==> config.mk <==
export PLATFORM = sky130hd
export DESIGN_NAME = ramb4_s8_port_arb
export DESIGN_NICKNAME = d
export VERILOG_FILES = /design/src/rtl/ramb4_arb_pkg.sv /design/src/rtl/rr_pick2.sv /design/src/rtl/ramb4_s8_port_arb.sv
export SDC_FILE = /design/constraint.sdc
export NUM_CORES = 1
export LEC_CHECK = 0
export CORE_ASPECT_RATIO = 0.9
export CORE_UTILIZATION = 19
export CTS_BUF_LIST = sky130_fd_sc_hd__clkbuf_8 sky130_fd_sc_hd__clkbuf_16
export CTS_CLUSTER_SIZE = 24
export DETAILED_ROUTE_END_ITERATION = 8
export GPL_ROUTABILITY_DRIVEN = 0
export GPL_TIMING_DRIVEN = 0
export PLACE_DENSITY_LB_ADDON = 0.12
export SLEW_MARGIN = 20
export SYNTH_ARGS = -nofsm -noshare
export SYNTH_HDL_FRONTEND = slang
export SYNTH_HIERARCHICAL = 1
export SYNTH_SLANG_ARGS = --single-unit
==> constraint.sdc <==
create_clock -name CLKA -period 2.9 [get_ports CLKA]
set_clock_uncertainty 0.15 [all_clocks]
set_input_delay 0.87 -clock CLKA [delete_from_list [all_inputs] [get_ports CLKA]]
set_output_delay 0.87 -clock CLKA [all_outputs]
set_load 0.005 [all_outputs]
==> src/rtl/ramb4_arb_pkg.sv <==
// Shared types and defaults for the RAMB4 8-bit port arbiter.
package ramb4_arb_pkg;

    localparam int unsigned ADDR_W_DEF = 9;
    localparam int unsigned DATA_W_DEF = 8;

    typedef enum logic [0:0] {
        ST_CLEAR,
        ST_RUN
    } arb_state_e;

    typedef logic [0:0] req_idx_t;

endpackage

==> src/rtl/rr_pick2.sv <==
// Combinational two-way round-robin picker; the last-grant register lives in the caller.
module rr_pick2
    import ramb4_arb_pkg::*;
(
    input  logic [1:0] valid_i,
    input  req_idx_t   last_gnt_i,
    output logic [1:0] gnt_o
);

    always_comb begin
        gnt_o = 2'b00;
        unique case (valid_i)
            2'b01:   gnt_o = 2'b01;
            2'b10:   gnt_o = 2'b10;
            // On a tie the requester that did not win last time goes first.
            2'b11:   gnt_o = (last_gnt_i == 1'b1) ? 2'b01 : 2'b10;
            default: gnt_o = 2'b00;
        endcase
    end

endmodule

==> src/rtl/ramb4_s8_port_arb.sv <==
// Round-robin arbiter sharing the 8-bit port B of a 512x8 RAMB4 between two requesters.
// Define RAMB4_ARB_CLEAR_EN to zero-fill the whole RAM after every reset before serving.
module ramb4_s8_port_arb
    import ramb4_arb_pkg::*;
#(
    parameter int unsigned ADDR_W    = ADDR_W_DEF,
    parameter int unsigned DATA_W    = DATA_W_DEF,
    parameter int unsigned CLR_DEPTH = 512
) (
    input  logic              CLKA,
    input  logic              RSTB,

    input  logic              req0_valid,
    input  logic              req0_we,
    input  logic [ADDR_W-1:0] req0_addr,
    input  logic [DATA_W-1:0] req0_wdata,
    output logic              req0_ready,
    output logic              rsp0_valid,
    output logic [DATA_W-1:0] rsp0_rdata,

    input  logic              req1_valid,
    input  logic              req1_we,
    input  logic [ADDR_W-1:0] req1_addr,
    input  logic [DATA_W-1:0] req1_wdata,
    output logic              req1_ready,
    output logic              rsp1_valid,
    output logic [DATA_W-1:0] rsp1_rdata,

    output logic              ram_en,
    output logic              ram_we,
    output logic              ram_rst,
    output logic [ADDR_W-1:0] ram_addr,
    output logic [DATA_W-1:0] ram_di,
    input  logic [DATA_W-1:0] ram_do,

    output logic              busy
);

    if (CLR_DEPTH != (1 << ADDR_W)) begin : g_bad_depth
        $error("CLR_DEPTH must equal 2**ADDR_W");
    end

    logic              run;
    logic              clr_active;
    logic [ADDR_W-1:0] clr_addr;

`ifdef RAMB4_ARB_CLEAR_EN
    arb_state_e        state_q, state_d;
    logic [ADDR_W-1:0] clr_cnt_q, clr_cnt_d;

    always_ff @(posedge CLKA) begin
        if (RSTB) begin
            state_q   <= ST_CLEAR;
            clr_cnt_q <= '0;
        end else begin
            state_q   <= state_d;
            clr_cnt_q <= clr_cnt_d;
        end
    end

    always_comb begin
        state_d   = state_q;
        clr_cnt_d = clr_cnt_q;
        if (state_q == ST_CLEAR) begin
            if (clr_cnt_q == ADDR_W'(CLR_DEPTH - 1)) begin
                state_d   = ST_RUN;
                clr_cnt_d = '0;
            end else begin
                clr_cnt_d = clr_cnt_q + ADDR_W'(1);
            end
        end
    end

    // Outputs stay quiet while reset is held so the reset values are visible on the pins.
    assign clr_active = (state_q == ST_CLEAR) && !RSTB;
    assign run        = (state_q == ST_RUN) && !RSTB;
    assign busy       = (state_q == ST_CLEAR);
    assign clr_addr   = clr_cnt_q;
`else
    assign clr_active = 1'b0;
    assign run        = !RSTB;
    assign busy       = 1'b0;
    assign clr_addr   = '0;
`endif

    logic [1:0] req_valid;
    logic [1:0] gnt;
    req_idx_t   last_gnt_q, last_gnt_d;
    logic [1:0] rsp_valid_q, rsp_valid_d;

    assign req_valid = {req1_valid, req0_valid} & {2{run}};

    rr_pick2 u_pick (
        .valid_i    (req_valid),
        .last_gnt_i (last_gnt_q),
        .gnt_o      (gnt)
    );

    assign req0_ready = gnt[0];
    assign req1_ready = gnt[1];

    always_comb begin
        last_gnt_d = last_gnt_q;
        if (gnt[1]) begin
            last_gnt_d = 1'b1;
        end else if (gnt[0]) begin
            last_gnt_d = 1'b0;
        end
        rsp_valid_d = gnt & ~{req1_we, req0_we};
    end

    always_ff @(posedge CLKA) begin
        if (RSTB) begin
            last_gnt_q  <= 1'b1;
            rsp_valid_q <= 2'b00;
        end else begin
            last_gnt_q  <= last_gnt_d;
            rsp_valid_q <= rsp_valid_d;
        end
    end

    always_comb begin
        ram_en   = 1'b0;
        ram_we   = 1'b0;
        ram_addr = '0;
        ram_di   = '0;
        if (clr_active) begin
            ram_en   = 1'b1;
            ram_we   = 1'b1;
            ram_addr = clr_addr;
        end else if (gnt[0]) begin
            ram_en   = 1'b1;
            ram_we   = req0_we;
            ram_addr = req0_addr;
            ram_di   = req0_wdata;
        end else if (gnt[1]) begin
            ram_en   = 1'b1;
            ram_we   = req1_we;
            ram_addr = req1_addr;
            ram_di   = req1_wdata;
        end
    end

    assign ram_rst    = 1'b0;
    assign rsp0_valid = rsp_valid_q[0];
    assign rsp1_valid = rsp_valid_q[1];
    // DOB already carries the registered read; the strobe marks which requester owns it.
    assign rsp0_rdata = ram_do;
    assign rsp1_rdata = ram_do;

endmodule

==> out/qor.csv <==
metric,value,unit
wl_per_cell,12.0,um
insertedDiodeCount,0,
hpwl,1620,um
fmax,330,MHz
critical_path_required,1.88,ns
leakage,0.679,nW
drt_first_pass_iters,2,
synthXorXnorAreaFrac,0,%
yosysWarnings,6,
path_clk_slew,0.03,ns
synthSimpleGateAreaFrac,10.0,%
design.die.area,2640,um2
synth-adder-area-share,0,%
num-fill-cells,192,
drt_iter0_markers,1,
synth_top_area_share,34.1,%
die_w,54.0,um
drive_gt1_share,41.5,%
setup_viol,20,
grt_overflow,0,
hold_slack,0.377,ns
cts_tree,done,
grt_pass1_vias,765,
period_share,104,%
core_area,2240,um2
die_h,48.8,um
drv_slew,0,
gr-usage-all-layers,15.5,%
remaining_drc_errors,0,
critical_path_class,in2out,
area_delta_synth_final,199,%
vias,745,
grt_max_degree,11,
crit_chain,"buf_6, nor2b_4, buf_6, a21boi_4, nor2b_4, clkbuf_16, a22o_1, buf_2",
start_util,20.6,%
syn_inst,56,
synth_area_leaders,"a22o_1, buf_4, dfxtp_1, buf_6, nor3b_1",
seq_area_frac_synth,13.0,%
synth_compound_area_share,38.4,%
wl,2090,um
root_buffer,clkbuf_8,
syn_area,463,um2
rsz0062_at_grt,yes,
layout_min_cycle_time,3.03,ns
clock_path_buffers,2,
cts_made_buffers,3,
post-place-ws,-1.12,ns
rr_worst_depth,4,
num_rows,16,
setup_ws,-0.126,ns
cp_num_buf_inv,4,
grt_first_pass_wirelength,3080,um
synth_edf_count,0,
ir_drop,0.000276,V
synth_top_cell_by_area,a22o_1,
nNetsFinal,196,
drv_cap,0,
htreeDepth,1,
ys_ff_latch,3,
hold_depth,2,
ant_nets,0,
antenna_found_initial,0,
crit_path_end_kind,primary output,
crit_family,buffers and inverters,
syn_area_per_cell,8.27,um2
path_max_fanout,5,
cpMaxStageDelayCell,nor2b_4,
start_kind,input port,
routed_via_density,4.28,
insertion_delay,0.22,ns
ys_types,15,
yosys-top-cells-count,"a22o_1, buf_4, dfxtp_1",
cp.depth,8,
final_hold_viol_count,0,
cts_sinks,3,
synth_top_family_by_area,compound AO/OA/AOI/OAI gates,
ys.flop_type,dfxtp_1,
status,"finished, violations left",
violations,setup timing,
place.port_buffers,78,
power_density,248,nW/um2
hold_class,reg2reg,
cpPeakStageDelay,0.27,ns
cp.arrival,2.01,ns
async_flop_share,0,%
pin_count,89,
muxShareOfSynthArea,0,%
==> state kept, by name (all words and copies together), names as in the netlist <==
register and count:
rsp_valid_q 2, last_gnt_q 1
==> kinds of logic (layout without fill, tap and decap cells) <==
kind of cell / count (synthesis) / in the layout
AOI/OAI and AO/OA: 21 / 21
buffers and inverters: 24 / 114
DFF: 3 / 3
other: 1 / 2
and+or+nand+nor: 7 / 7
==> worst paths after layout <==
check	start	end	slack [ns]
min	last_gnt_q	last_gnt_q	0.38
max reg2reg	last_gnt_q	rsp_valid_q[0]	1.51
max	req0_valid	ram_di[5]	-0.13
min reg2reg	last_gnt_q	last_gnt_q	0.38
==> cells in the final DEF (no fill, tap or decap), types with 2 or more instances in the layout <==
cell / instances
buf_4: 22
clkdlybuf4s50_1: 55
conb_1: 2
nor3b_1: 2
dfxtp_1: 3
inv_1: 3
buf_2: 20
nor2b_4: 3
a22o_1: 18
buf_6: 7
a21boi_4: 2
clkbuf_8: 3
==> tightest hold or removal path: cells and delay by family (launching register included) <==
| kind | cells | cell delay [ns] |
|---|---|---|
| DFF | 1 | 0.34 |
| AOI/OAI and AO/OA | 1 | 0.07 |
| buffers and inverters | 1 | 0.06 |
==> power breakdown <==
| group | switching (W) | internal, W | leakage [nW] | total [W] |
|---|---|---|---|---|
| registers | 0.00000151 | 0.0000432 | 0.0245 | 0.0000447 |
| clock network | 0.0000276 | 0.0000901 | 0.0269 | 0.000118 |
| logic | 0.0000504 | 0.000131 | 0.628 | 0.000181 |
| total | 0.0000795 | 0.000264 | 0.679 | 0.000344 |
==> metal layers <==
metal / GRT usage [%] / share of wire [%] / up-vias
met1: 15.6 / 37 / 317
met2: 29.4 / 49 / 61
li1: - / - / 365
met3: 4.67 / 13 / 2
met4: 3.85 / 1.0 / 0
met5: 0 / 0 / -
==> layout make-up <==
type,count,area (um2),share of cell area (%)
multi-input cells,30,274,19.8
plain buffers,21,166,12.0
well taps,27,33.8,2.44
repair buffers,87,797,57.6
flip-flops and latches,3,60.1,4.34
clock inverters,1,3.75,0.271
inverters,2,7.51,0.542
clock buffers,3,41.3,2.98
==> per-stage QoR <==
| stage | std cells | TNS, ns | utilization (%) | total power (W) | area [um2] |
|---|---|---|---|---|---|
| 2_1_floorplan | 57 | 0 | - | 0.000101 | 467 |
| 3_3_place_gp | 162 | -19.69 | 57.1 | 0.000218 | 1280 |
| 3_5_place_dp | 162 | -20.55 | 57.1 | 0.000222 | 1280 |
| 4_1_cts | 172 | -2.42 | 60.9 | 0.000345 | 1370 |
| 5_1_grt | 174 | -2.91 | 61.7 | 0.000364 | 1380 |
| 6_report | 174 | -1.89 | 61.7 | 0.000344 | 1380 |
==> what timing repair did <==
item / CTS / global route
cloned: 1 / 0
pin swaps: 8 / 9
hold buffers: 0 / 0
setup buffers: 5 / 3
setup endpoints to repair: 21 / 20
gates resized for setup: 105 / 3
No activity file was read; power rests on OpenSTA's default activity.
